**config.mk**
```make
export PLATFORM = sky130hd
export DESIGN_NAME = cordic_arbiter
export DESIGN_NICKNAME = d
export VERILOG_FILES = /design/src/rtl/cordic_arbiter.sv
export SDC_FILE = /design/constraint.sdc
export NUM_CORES = 1
export LEC_CHECK = 0
export CORE_ASPECT_RATIO = 1.2
export CORE_MARGIN = 5
export CORE_UTILIZATION = 35
export DETAILED_ROUTE_END_ITERATION = 8
export PLACE_DENSITY = 0.77
export SLEW_MARGIN = 20
export SYNTH_ARGS = -nofsm -noshare
export SYNTH_HDL_FRONTEND = slang
export SYNTH_SLANG_ARGS = --single-unit
```
**constraint.sdc**
```tcl
create_clock -name clk -period 1.9 [get_ports clk]
set_clock_uncertainty 0.2 [all_clocks]
set_input_delay 0.38 -clock clk [delete_from_list [all_inputs] [get_ports clk]]
set_output_delay 0.38 -clock clk [all_outputs]
set_load 0.005 [all_outputs]
```
**src/rtl/cordic_arbiter.sv**
```systemverilog
`default_nettype none
// ----------------------------------------------------------------------------
// cordic_arbiter : round-robin arbiter/sequencer sharing one iterative CORDIC
//                  cosine core among 2**IDW requesters.
// Optional feature macro: CORDIC_ARB_TIMEOUT_EN (BUSY watchdog, TMO cycles).
// Revision: 1.0
// ----------------------------------------------------------------------------
module cordic_arbiter #(
  parameter int IDW = 2,
  parameter int TMO = 63
) (
  input  logic                   clk,
  input  logic                   rst_b,
  input  logic [(2**IDW)-1:0]    req,
  input  logic [16*(2**IDW)-1:0] theta_in,
  output logic [(2**IDW)-1:0]    gnt,
  output logic                   core_bgn,
  output logic [15:0]            core_theta,
  input  logic                   core_fin,
  input  logic [15:0]            core_cos,
  output logic                   rsp_vld,
  input  logic                   rsp_rdy,
  output logic [IDW-1:0]         rsp_id,
  output logic [15:0]            rsp_cos,
  output logic                   rsp_err,
  output logic                   busy
);
  localparam int NREQ = 2**IDW;

  typedef enum logic [1:0] {
    IDLE  = 2'd0,
    START = 2'd1,
    BUSY  = 2'd2,
    RESP  = 2'd3
  } state_t;

  state_t          state_q, state_d;
  logic [IDW-1:0]  ptr_q, ptr_d;
  logic [NREQ-1:0] gnt_q, gnt_d;
  logic [15:0]     core_theta_q, core_theta_d;
  logic            rsp_vld_q, rsp_vld_d;
  logic [IDW-1:0]  rsp_id_q, rsp_id_d;
  logic [15:0]     rsp_cos_q, rsp_cos_d;
  logic            fin_low_seen_q, fin_low_seen_d;

  logic            win_vld;
  logic [IDW-1:0]  win_id;
  logic [IDW-1:0]  cand;
  logic [15:0]     win_theta;
  logic            fin_done;

  // Search upward from ptr; the IDW-bit add wraps NREQ-1 back to 0.
  always_comb begin
    win_vld = 1'b0;
    win_id  = '0;
    cand    = '0;
    for (int k = 0; k < NREQ; k++) begin
      cand = ptr_q + IDW'(k);
      if (!win_vld && req[cand]) begin
        win_vld = 1'b1;
        win_id  = cand;
      end
    end
  end

  assign win_theta = theta_in[{win_id, 4'b0000} +: 16];

  // A fin still high from the previous job must drop before it counts.
  assign fin_done = core_fin && fin_low_seen_q;

`ifdef CORDIC_ARB_TIMEOUT_EN
  localparam int CW = $clog2(TMO + 1);

  logic [CW-1:0] tmo_cnt_q, tmo_cnt_d;
  logic          rsp_err_q, rsp_err_d;
  logic          tmo_hit;

  assign tmo_hit = (tmo_cnt_q == CW'(TMO - 1));
  assign rsp_err = rsp_err_q;

  always_ff @(posedge clk or negedge rst_b) begin
    if (!rst_b) begin
      tmo_cnt_q <= '0;
      rsp_err_q <= 1'b0;
    end else begin
      tmo_cnt_q <= tmo_cnt_d;
      rsp_err_q <= rsp_err_d;
    end
  end
`else
  logic unused_tmo;

  assign unused_tmo = ^TMO;
  assign rsp_err    = 1'b0;
`endif

  always_comb begin
    state_d        = state_q;
    ptr_d          = ptr_q;
    gnt_d          = '0;
    core_theta_d   = core_theta_q;
    rsp_vld_d      = rsp_vld_q;
    rsp_id_d       = rsp_id_q;
    rsp_cos_d      = rsp_cos_q;
    fin_low_seen_d = fin_low_seen_q;
`ifdef CORDIC_ARB_TIMEOUT_EN
    tmo_cnt_d      = tmo_cnt_q;
    rsp_err_d      = rsp_err_q;
`endif
    case (state_q)
      IDLE: begin
        if (win_vld) begin
          core_theta_d = win_theta;
          rsp_id_d     = win_id;
          gnt_d        = NREQ'(1) << win_id;
          ptr_d        = win_id + IDW'(1);
          state_d      = START;
        end
      end
      START: begin
        fin_low_seen_d = 1'b0;
`ifdef CORDIC_ARB_TIMEOUT_EN
        tmo_cnt_d      = '0;
`endif
        state_d        = BUSY;
      end
      BUSY: begin
        if (!core_fin) begin
          fin_low_seen_d = 1'b1;
        end
        if (fin_done) begin
          rsp_cos_d = core_cos;
          rsp_vld_d = 1'b1;
`ifdef CORDIC_ARB_TIMEOUT_EN
          rsp_err_d = 1'b0;
`endif
          state_d   = RESP;
        end
`ifdef CORDIC_ARB_TIMEOUT_EN
        else if (tmo_hit) begin
          rsp_cos_d = 16'h0000;
          rsp_err_d = 1'b1;
          rsp_vld_d = 1'b1;
          state_d   = RESP;
        end else begin
          tmo_cnt_d = tmo_cnt_q + CW'(1);
        end
`endif
      end
      RESP: begin
        if (rsp_rdy) begin
          rsp_vld_d = 1'b0;
          state_d   = IDLE;
        end
      end
      default: state_d = IDLE;
    endcase
  end

  always_ff @(posedge clk or negedge rst_b) begin
    if (!rst_b) begin
      state_q        <= IDLE;
      ptr_q          <= '0;
      gnt_q          <= '0;
      core_theta_q   <= '0;
      rsp_vld_q      <= 1'b0;
      rsp_id_q       <= '0;
      rsp_cos_q      <= '0;
      fin_low_seen_q <= 1'b0;
    end else begin
      state_q        <= state_d;
      ptr_q          <= ptr_d;
      gnt_q          <= gnt_d;
      core_theta_q   <= core_theta_d;
      rsp_vld_q      <= rsp_vld_d;
      rsp_id_q       <= rsp_id_d;
      rsp_cos_q      <= rsp_cos_d;
      fin_low_seen_q <= fin_low_seen_d;
    end
  end

  assign gnt        = gnt_q;
  assign core_bgn   = (state_q == START);
  assign core_theta = core_theta_q;
  assign rsp_vld    = rsp_vld_q;
  assign rsp_id     = rsp_id_q;
  assign rsp_cos    = rsp_cos_q;
  assign busy       = (state_q != IDLE);

endmodule
`default_nettype wire

```
# After elaboration in Yosys (flattened, before gate mapping)
# Cells that the tools add are included.
[word_totals]
regBits = 44
in_bits = 88
output_inout_bits = 42
elab_cells = 68
[op_classes]
add_sub_neg = 4
order_cmp = 4
eq_ne = 7
shift = 2
n_mux = 27
reduce_logical = 16
[op_table]
columns = ["op", "count"]
rows = [
  ["64-bit by 7-bit indexed part select with 16-bit output", 1],
  ["2-bit two-way mux", 7],
  ["2-bit by 3-bit less-than comparator with 1-bit output (second input constant)", 4],
  ["1-bit two-way mux", 11],
  ["1-bit binary-select mux with 2-bit select", 4],
  ["4-bit two-way mux", 2],
  ["2-bit inequality test (second input constant)", 4],
  ["2-bit one-hot mux with 4 select lines", 1],
  ["2-bit AND reduction", 3],
  ["3-bit AND reduction", 2],
  ["2-bit nonzero test", 3],
  ["2-bit by 1-bit adder with 2-bit output (second input constant)", 2],
  ["2-bit adder (second input constant)", 2],
  ["2-bit equality test (second input constant)", 2],
  ["1-bit logical AND", 4],
  ["1-bit one-hot mux with 2 select lines", 2],
  ["1-bit by 2-bit << shifter with 4-bit output (first input constant)", 1],
  ["1-bit zero test", 3],
  ["2-bit by 1-bit equality test with 1-bit output (second input constant)", 1],
  ["2-bit zero test", 1],
]

# Logic depth before layout (Yosys ltp)
# Gate-level depths: netlist of the first run.
[depth]
ltp_word = 15
mapped_depth = 8
depth_no_buf = 6

# Worst setup path after synthesis of the first run
# OpenSTA, ideal clock, no wires.
[synth_timing]
path_kind = "reg-to-reg"
from = "reg state_q[0]"
to = "reg rsp_cos_q[0] (netlist: rsp_cos[0])"
setup_ps = 125
arrival_ps = 1476
required_time_ps = 1575
slack_ps = 99
stages_incl_launch_ff = 6
path_buffers = 1
synth_period_minus_slack_ps = 1801
cell_sequence = "dfrtp_1 > inv_1 > ha_1 > nand3_1 > buf_2 > mux2_2"
[synth_between]
elab_chain_cells = 2
[synth_rtl]
columns = ["item", "line_no", "text"]
rows = [
  ["start, declared", "37", "state_t state_q, state_d;"],
  ["start signal, assigned", "171", "state_q <= state_d;"],
  ["2-bit equality test", "110", "case (state_q)"],
  ["2-bit AND reduction (no source line)", "-", ""],
  ["end signal, assigned", "177", "rsp_cos_q <= rsp_cos_d;"],
  ["end, declared", "43", "logic [15:0] rsp_cos_q, rsp_cos_d;"],
]
# Every way passes these cells.
# A chain may end at the register's enable or synchronous reset.

# Worst setup path in the final report of the first run
[layout_timing]
from = "in req[1]"
to = "reg core_theta_q[11] (netlist: core_theta[11])"
[layout_between]
elab_chain_cells = 13
elab_cells_between_ends = 24
classes_between = "shift: 1; mux: 16; reduce/logical: 7"
[layout_rtl]
columns = ["item", "line_no", "text"]
rows = [
  ["start, declared", "14", "input logic [(2**IDW)-1:0] req,"],
  ["1-bit binary-select mux with 2-bit select", "59", "if (!win_vld && req[cand]) begin"],
  ["1-bit two-way mux (not written as such)", "59", ""],
  ["1-bit two-way mux", "59", ""],
  ["1-bit zero test", "59", ""],
  ["1-bit logical AND", "59", ""],
  ["1-bit two-way mux", "59", ""],
  ["1-bit zero test", "59", ""],
  ["1-bit logical AND", "59", ""],
  ["1-bit two-way mux", "59", ""],
  ["1-bit zero test", "59", ""],
  ["1-bit logical AND", "59", ""],
  ["2-bit two-way mux or 1-bit two-way mux (tied branches)", "59", ""],
  ["64-bit by 7-bit indexed part select with 16-bit output or 2-bit AND reduction (tied branches)", "-", ""],
  ["end signal, assigned", "174", "core_theta_q <= core_theta_d;"],
  ["end, declared", "40", "logic [15:0] core_theta_q, core_theta_d;"],
]
# Parallel ways exist; a longest one is shown, timed or not. The select of a mux whose other input is x is not followed.

==> results.json, run 1 <==
{
  "end_kind": "register",
  "vias_per_cell": 4.85,
  "dp.cells": 412,
  "rsz0062_at_grt": "yes",
  "hpwlAfterDp_mm": 5.24,
  "std_cell_rows": 32,
  "hold_ws_ns": 0.284,
  "globalRoute.totalOverflow": 0,
  "placed_area_mm2": 0.00382,
  "vias": 2076,
  "arrival_ns": 1.85,
  "die_h_um": 99.0,
  "timing.final.crit_period_ns": 1.88,
  "cp_cell_sequence": "dlygate4sd2_1 -> nand2b_2 -> a21o_1 -> o211ai_4 -> buf_6 -> buf_16 -> mux2i_2 -> o221ai_2",
  "yosys.area.top_type_share": 0.476,
  "ys_async_sr_fraction": 1.00,
  "ios": 130,
  "syn_area_mm2": 0.00231,
  "outcome": "finished, final reports clean",
  "final_cell_count_no_fill": 428,
  "final_util": 0.641,
  "port_buffers": 128,
  "slowest_delay_ns": 0.27,
  "syn_inst": 189,
  "path_max_fanout": 7,
  "ys.flop_type": "dfrtp_1",
  "track_usage": 0.165,
  "drc_errors": 0,
  "setup_ws_ns": 0.0164,
  "preCtsSetupSlack_ns": -0.406,
  "antenna_found_initial": 0,
  "hold_path.class": "register to register",
  "ant_nets": 0,
  "ir_worst_vdd_uv": 893,
  "clockBufferDepth": 2,
  "finalSetupViolCount": 0,
  "max_freq_mhz": 531,
  "cts_buffers": 5,
  "die_w_um": 84.2,
  "synth_top_area_cell": "dfrtp_1",
  "htree_levels": 2,
  "die_area_mm2": 0.00833,
  "post-route-period-util": 0.991,
  "drv_slew": 0,
  "cts_sinks": 44,
  "ys_seq_area_frac": 0.476,
  "cp_data_required_time_ns": 1.87,
  "grt_start_max_net_pins": 45,
  "p_per_area_mw_per_mm2": 1360,
  "design_area_mm2": 0.00413,
  "leakage_nw": 1.79,
  "clk-insertion-delay-late_ns": 0.29,
  "wl_mm": 6.95,
  "synth.distinct_cells": 37,
  "grt_pass1_vias": 2250,
  "cts_root_buffer": "clkbuf_8",
  "layout-drive-gt1-share": 0.242,
  "start_util": 0.359,
  "crit_slowest_cell": "dlygate4sd2_1",
  "core_area_mm2": 0.00645,
  "crit_path_start_kind": "input port",
  "max_cap_viol_count": 0,
  "synthTopCellsByArea": "dfrtp_1 (48%), mux2i_1 (14%), mux2_2 (7.8%)",
  "diodes": 0,
  "drt_iter0_drc": 32,
  "place.gp.congestion": 0.781,
  "wl_per_cell_um": 16.2,
  "synth-edff-count": 0,
  "final_nets": 434,
  "drtPass1Iterations": 4,
  "synth-seq-cells": 44,
  "syn_area_per_cell_um2": 12.2,
  "syn_to_final_growth_pct": 78.7,
  "grt_pass1_wl_mm": 11.0,
  "syn-num-nets": 281,
  "worstSetupPathType": "input port to register",
  "path_clk_slew_ns": 0.08,
  "hold_viol": 0,
  "ys_warn_count": 0,
  "cts_tree": "built"
}
==> metal layers <==
layer	vias up	global-route usage	part of all wire
li1	986	-	-
met1	992	0.186	0.39
met2	93	0.289	0.50
met3	5	0.0686	0.11
met4	0	0.0408	0.0082
met5	-	0	0
==> per-stage QoR <==
stage / setup TNS [ns] / total power, mW
3_3_place_gp: -7.14 / 4.52
3_5_place_dp: -7.91 / 4.60
4_1_cts: -0.0404 / 5.63
2_1_floorplan: 0 / 3.09
6_report: 0 / 5.62
5_1_grt: -0.0698 / 6.03
==> final cells by class <==
class / count / area (um^2)
Multi-Input combinational cell: 129 / 1200
Timing Repair Buffer: 157 / 1580
Clock inverter: 1 / 30.0
Sequential cell: 44 / 1100
Fill cell: 509 / 2320
Inverter: 5 / 18.8
Tap cell: 85 / 106
Clock buffer: 7 / 96.3
==> Yosys cell counts, types with 2 or more instances <==
cell and n:
inv_1 5, buf_2 3, mux2_2 16, o221ai_1 7
buf_6 5, o221ai_2 9, o21ai_0 2, nor2b_1 2
mux2i_1 32, a21oi_1 2, nand2_1 26, dfrtp_1 44
nand2b_1 3, nor2_1 5, o21ai_1 3, ha_1 4
==> what timing repair did <==
| item | CTS | global route |
|---|---|---|
| setup endpoints to repair | 18 | 17 |
| endpoints found under the hold margin | 44 | 0 |
| pin swaps | 1 | 5 |
| setup buffers | 6 | 1 |
| gates cloned | 2 | 0 |
| hold buffers | 1 | 0 |
| resized for setup | 11 | 24 |
==> flip-flops by register name, indices dropped and copies added, names as in the netlist <==
signal          flops
core_theta         16
rsp_vld             1
gnt                 4
fin_low_seen_q      1
rsp_id              2
rsp_cos            16
ptr_q               2
state_q             2
==> layout by cell type, fill, tap and decap left out, drive strengths merged, types with 3 or more instances in the layout <==
master | Yosys | layout
o21ai | 5 | 5
a21oi | 3 | 3
nand2b | 4 | 4
ha | 4 | 4
buf | 10 | 29
inv | 5 | 5
dlygate4sd2 | 0 | 6
mux2i | 32 | 32
clkdlybuf4s50 | 0 | 121
nand2 | 27 | 27
nor2 | 5 | 5
o221ai | 16 | 16
mux2 | 16 | 16
dfrtp | 44 | 44
clkbuf | 1 | 7
nor2b | 3 | 3
==> worst paths after layout <==
kind / from / endpoint / slack, ns / depth (start not counted)
max reg2reg: ptr_q[0] / core_theta[11] / 0.03 / 7
max in group asynchronous: rst_b / rsp_cos[5] / 0.89 / 3
min: rsp_id[1] / rsp_id[1] / 0.28 / 2
min reg2reg: rsp_id[1] / rsp_id[1] / 0.28 / 2
min in group asynchronous: rst_b / state_q[0] / 0.38 / 3
max: req[1] / core_theta[11] / 0.02 / 8
==> power breakdown <==
part           leakage, nW  internal (mW)  switching, mW
sequential           0.544           1.38          0.253
clock               0.0645          0.464          0.318
combinational         1.18           1.96           1.25
total                 1.79           3.80           1.82
==> critical path, delay by kind of cell <==
| family | cells | cell delay, ns |
|---|---|---|
| AOI/OAI and AO/OA | 3 | 0.49 |
| buffers and inverters | 3 | 0.56 |
| muxes | 1 | 0.22 |
| and+or+nand+nor | 1 | 0.20 |
==> cells by family after synthesis <==
group,Yosys count,share of synthesized area
muxes,48,0.217
and+or+nand+nor,45,0.0920
DFF,44,0.476
AOI/OAI and AO/OA,30,0.135
buffers and inverters,16,0.0525
adders and majority gates,4,0.0217
other,1,0.00162
xor gates and xnor gates,1,0.00379
Power figures use the tool's default switching activity.
==> inputs of run 2 (changes only) <==
Settings changed: CORE_UTILIZATION 35 to 39, PLACE_DENSITY 0.77 to 0.81.
Clock period 1.9 ns to 1.94 ns, I/O delays scaled along.
==> run 2 against run 1 <==
Compared with the run above: sequential power barely moved; die area fell by 9.2%; final area fell by 1.1%; sequential share of layout area up 0.30 points; power down 3.0%; worst hold slack improved by 0.019 ns; setup slack better by 0.044 ns; non-clock buffer count fell by 5; final cell count shrank 2.3%; via count shrank 2.2%; largest power group unchanged.
==> results.json, run 2 (synthesized netlist as in run 1, its figures left out) <==
{
  "core_area_mm2": 0.00571,
  "p_per_area_mw_per_mm2": 1330,
  "dp.cells": 401,
  "finalSetupViolCount": 0,
  "crit_start": "req[1]",
  "end_kind": "register",
  "ir_worst_vdd_uv": 829,
  "worstSetupPathType": "input port to register",
  "path_clk_slew_ns": 0.08,
  "crit_path_start_kind": "input port",
  "htree_levels": 2,
  "wl_per_cell_um": 16.9,
  "vias_per_cell": 4.86,
  "antenna_found_initial": 0,
  "post-route-period-util": 0.969,
  "place.gp.congestion": 0.760,
  "grt_pass1_vias": 2171,
  "syn_to_final_growth_pct": 76.7,
  "die_w_um": 80.3,
  "timing.final.crit_period_ns": 1.88,
  "drv_slew": 0,
  "layout_commonest_cell": "clkdlybuf4s50_1",
  "clk-insertion-delay-late_ns": 0.29,
  "wl_mm": 7.06,
  "outcome": "finished, final reports clean",
  "cts_buffers": 5,
  "diodes": 0,
  "worst_hold_startpoint": "core_theta[4]",
  "drt_iter0_drc": 56,
  "globalRoute.totalOverflow": 0,
  "grt_pass1_wl_mm": 10.6,
  "hpwlAfterDp_mm": 5.35,
  "arrival_ns": 1.84,
  "die_area_mm2": 0.00757,
  "cts_sinks": 44,
  "max_cap_viol_count": 0,
  "grt_start_max_net_pins": 45,
  "hold_viol": 0,
  "cts_root_buffer": "clkbuf_8",
  "start_util": 0.405,
  "port_buffers": 128,
  "layout-drive-gt1-share": 0.228,
  "regToRegStartpoint": "ptr_q[0]",
  "max_freq_mhz": 532,
  "path_max_fanout": 5,
  "final_cell_count_no_fill": 418,
  "cts_tree": "built",
  "ios": 130,
  "ant_nets": 0,
  "layout_common_cells": "clkdlybuf4s50_1 (121), dfrtp_1 (44), nand2_1 (26), mux2i_1 (23), mux2_2 (16)",
  "std_cell_rows": 30,
  "cp_data_required_time_ns": 1.90,
  "die_h_um": 94.3,
  "track_usage": 0.181,
  "vias": 2031,
  "clockBufferDepth": 2,
  "leakage_nw": 1.76,
  "final_nets": 429,
  "drtPass1Iterations": 4,
  "hold_path.class": "register to register",
  "drc_errors": 0,
  "p_total_mw": 5.45
}
run 2: changes by cell type in the layout (fill, tap and decap cells not counted), sizes merged:
cell           previous run  this run
dlygate4sd2               6         5
buf                      29        24
clkdlybuf4s15             0         1
run 2: area by class of cell:
type	count	area, um^2
clock buffers	7	96.3
clock inverters	1	30.0
fillers	419	1620
inverters	5	18.8
multi-input cells	129	1180
flip-flops and latches	44	1100
well taps	80	100
repair buffers	152	1560
run 2: worst max-delay path: stages:
cell and delay, ns:
dlygate4sd2_1 0.28, nand2b_4 0.16, a21o_1 0.21, o211ai_4 0.08, buf_12 0.15, buf_6 0.10
buf_16 0.11, mux2i_1 0.22, o221ai_2 0.13
run 2: final timing paths:
kind / to / slack, ns / depth (start not counted)
worst min register to register: core_theta[4] / 0.30 / 2
worst max register to register: core_theta[11] / 0.07 / 9
max in group asynchronous: rsp_cos[12] / 0.93 / 3
worst max-delay path: core_theta[11] / 0.06 / 9
worst min-delay path: core_theta[4] / 0.30 / 2
min in group asynchronous: rsp_cos[8] / 0.39 / 3
run 2: power by group:
part	switching, mW	leakage [nW]	total, mW	internal (mW)
combinational	1.22	1.15	3.09	1.87
sequential	0.252	0.544	1.60	1.35
clock	0.299	0.0645	0.753	0.454
total	1.78	1.76	5.45	3.67
run 2: what timing repair did:
item                       CTS  global route
hold buffers                 1             0
gates resized for setup     16            14
gates cloned                 2             0
pin swaps                    1             1
setup endpoints to repair   23            18
buffers inserted             6             1
hold endpoints to repair    44             0
run 2: metrics by stage:
step	hold WS, ns	TNS [ns]	cell area (um^2)	util	worst slack (ns)
2_1_floorplan	-0.108	0	2310	-	0.139
3_3_place_gp	0.187	-6.33	3770	0.661	-0.335
3_5_place_dp	0.185	-9.18	3770	0.661	-0.437
4_1_cts	0.303	0	4040	0.709	0.0498
5_1_grt	0.332	-0.00339	4080	0.716	-0.00339
6_report	0.303	0	4080	0.716	0.0606
run 2: metal layers:
metal / GRT usage / up-vias / part of all wire
met4: 0.0380 / 0 / 0.011
met5: 0 / - / 0
li1: - / 977 / -
met3: 0.0854 / 7 / 0.11
met1: 0.199 / 952 / 0.38
met2: 0.316 / 95 / 0.50
==> inputs of run 3 (changes only) <==
Settings changed: REMOVE_ABC_BUFFERS from default to 1.
==> run 3 against run 2 <==
Compared with the run above: count of clock-buffer cells in the layout shrank 2; combinational power rose by 5%; final area up 2.1%; first-iteration DRC count is the same; sequential power is essentially flat; largest power group unchanged; maximum frequency is 0.40% lower; via count rose by 1.9%; global-route usage rose by 0.19 points.
==> results.json, run 3 (synthesized netlist as in run 1, its figures left out) <==
{
  "ant_nets": 0,
  "worst_slew_pin_slew_ns": 0.524,
  "diodes": 0,
  "timing.final.crit_period_ns": 1.89,
  "vias_per_cell": 4.89,
  "grt_pass1_vias": 2258,
  "worst_hold_startpoint": "rsp_id[1]",
  "max_cap_viol_count": 0,
  "hold_viol": 0,
  "vias": 2070,
  "rsz0062_at_grt": "yes",
  "hold_end": "rsp_id[1]",
  "power_frac_seq": 0.282,
  "ios": 130,
  "relSlewSlack": 0.651,
  "path_max_fanout": 3,
  "placed_area_mm2": 0.00379,
  "p_per_area_mw_per_mm2": 1360,
  "globalRoute.totalOverflow": 0,
  "path_buf_inv": 2,
  "die_w_um": 80.3,
  "die_area_mm2": 0.00757,
  "die_h_um": 94.3,
  "cts_sinks": 44,
  "core_area_mm2": 0.00571,
  "drc_errors": 0,
  "place.gp.congestion": 0.773,
  "drt_iter0_drc": 56,
  "swShare": 0.318,
  "clockBufferDepth": 2,
  "grt_pass1_wl_mm": 10.7,
  "cts_buffers": 5,
  "cp_cell_sequence": "buf_4 -> ha_1 -> dlygate4sd2_1",
  "p_sw_mw": 1.80,
  "ir_worst_vdd_uv": 621,
  "cts_tree": "built",
  "wl_mm": 6.83,
  "clk-insertion-delay-late_ns": 0.29,
  "syn_to_final_growth_pct": 80.5,
  "outcome": "finished, final reports clean",
  "crit_start": "state_q[0]",
  "layout_common_cells": "clkdlybuf4s50_1 (121), dfrtp_1 (44), nand2_1 (26), mux2i_1 (26), buf_4 (19)",
  "fillCellCount": 416,
  "hold_depth": 2,
  "r2r_slack_ns": 0.06,
  "port_buffers": 128,
  "htree_levels": 2,
  "wl_per_cell_um": 16.2,
  "max_freq_mhz": 530,
  "layout_commonest_cell": "clkdlybuf4s50_1",
  "track_usage": 0.183,
  "path_clk_slew_ns": 0.08,
  "design_area_mm2": 0.00417,
  "drtPass1Iterations": 4,
  "worstSetupPathType": "register to output pin",
  "antenna_found_initial": 0,
  "slowest_delay_ns": 0.39,
  "layout-drive-gt1-share": 0.230,
  "worstReg2RegEnd": "core_theta[7]",
  "hold_ws_ns": 0.289,
  "crit_path_start_kind": "register",
  "grt_start_max_net_pins": 25,
  "post-route-period-util": 0.973,
  "leakage_nw": 1.83,
  "finalSetupViolCount": 0,
  "drv_slew": 0,
  "hold_path.class": "register to register",
  "start_util": 0.405,
  "r2r_cells": 7,
  "cp_top_family": "buffers and inverters",
  "p_comb_frac": 0.575,
  "final_nets": 435,
  "end_kind": "output pin",
  "intPower_mw": 3.86,
  "std_cell_rows": 30,
  "cp_data_required_time_ns": 1.35,
  "crit_slowest_cell": "dfrtp_1",
  "regToRegStartpoint": "ptr_q[0]",
  "tns_ns": 0,
  "cts_root_buffer": "clkbuf_8",
  "pwr-share-clk": 0.143,
  "arrival_ns": 1.30,
  "hpwlAfterDp_mm": 5.19
}
==> run 3: timing repair <==
| action | CTS | global route |
|---|---|---|
| setup buffers | 5 | 2 |
| resized for setup | 12 | 15 |
| hold buffers | 1 | 0 |
| gates cloned | 2 | 1 |
| hold endpoints to repair | 20 | 0 |
| setup endpoints to repair | 19 | 10 |
| pin swaps | 2 | 0 |
==> run 3: through the flow <==
| step | std cells | worst slack, ns | util | power (mW) |
|---|---|---|---|---|
| after floorplan | 178 | -0.651 | - | 2.91 |
| after global placement | 405 | -0.372 | 0.664 | 4.38 |
| after detailed placement | 405 | -0.419 | 0.664 | 4.45 |
| after CTS | 420 | 0.0300 | 0.711 | 5.53 |
| after global routing | 423 | -0.00709 | 0.731 | 6.04 |
| final | 423 | 0.0531 | 0.731 | 5.66 |
==> run 3: how the worst max path moves through the flow <==
stage,end,slack [ns],cells past startpoint
floorplan,core_theta[10],-0.65,3
global placement,core_theta[4],-0.37,7
detailed placement,core_theta[1],-0.42,7
CTS,core_theta[10],0.03,7
global route,core_theta[5],-0.007,7
finish,core_bgn,0.05,3
==> run 3: worst register-to-register path, delay by kind of cell, from the launching register on <==
kind,cells,cell delay (ns)
flip-flops,1,0.42
AO/OA/AOI/OAI,3,0.42
buffers and inverters,2,0.34
multiplexers,1,0.23
AND/OR/NAND/NOR,1,0.16
==> run 3: power groups by stage <==
stage	clock [mW]	sequential [mW]	combinational, mW
after floorplan	0	1.62	1.28
after global placement	0	1.60	2.79
after detailed placement	0	1.61	2.84
after CTS	0.831	1.59	3.11
after global routing	0.862	1.65	3.52
final	0.809	1.60	3.25
==> run 3: per-layer routing <==
layer / GRT usage / wire [um] / up-vias / part of all wire
met1: 0.197 / 2440 / 986 / 0.36
met5: 0 / 0 / - / 0
met2: 0.342 / 3780 / 83 / 0.55
met4: 0.0592 / 170 / 0 / 0.025
met3: 0.0480 / 444 / 14 / 0.065
li1: - / - / 987 / -
==> run 3: cell type report <==
class | instances | area (um^2) | area share
clock buffers | 5 | 68.8 | 0.0165
clock inverters | 2 | 60.1 | 0.0144
inverters | 5 | 18.8 | 0.00450
multi-input cells | 129 | 1180 | 0.284
flip-flops and latches | 44 | 1100 | 0.264
well taps | 80 | 100 | 0.0240
repair buffers | 158 | 1640 | 0.392
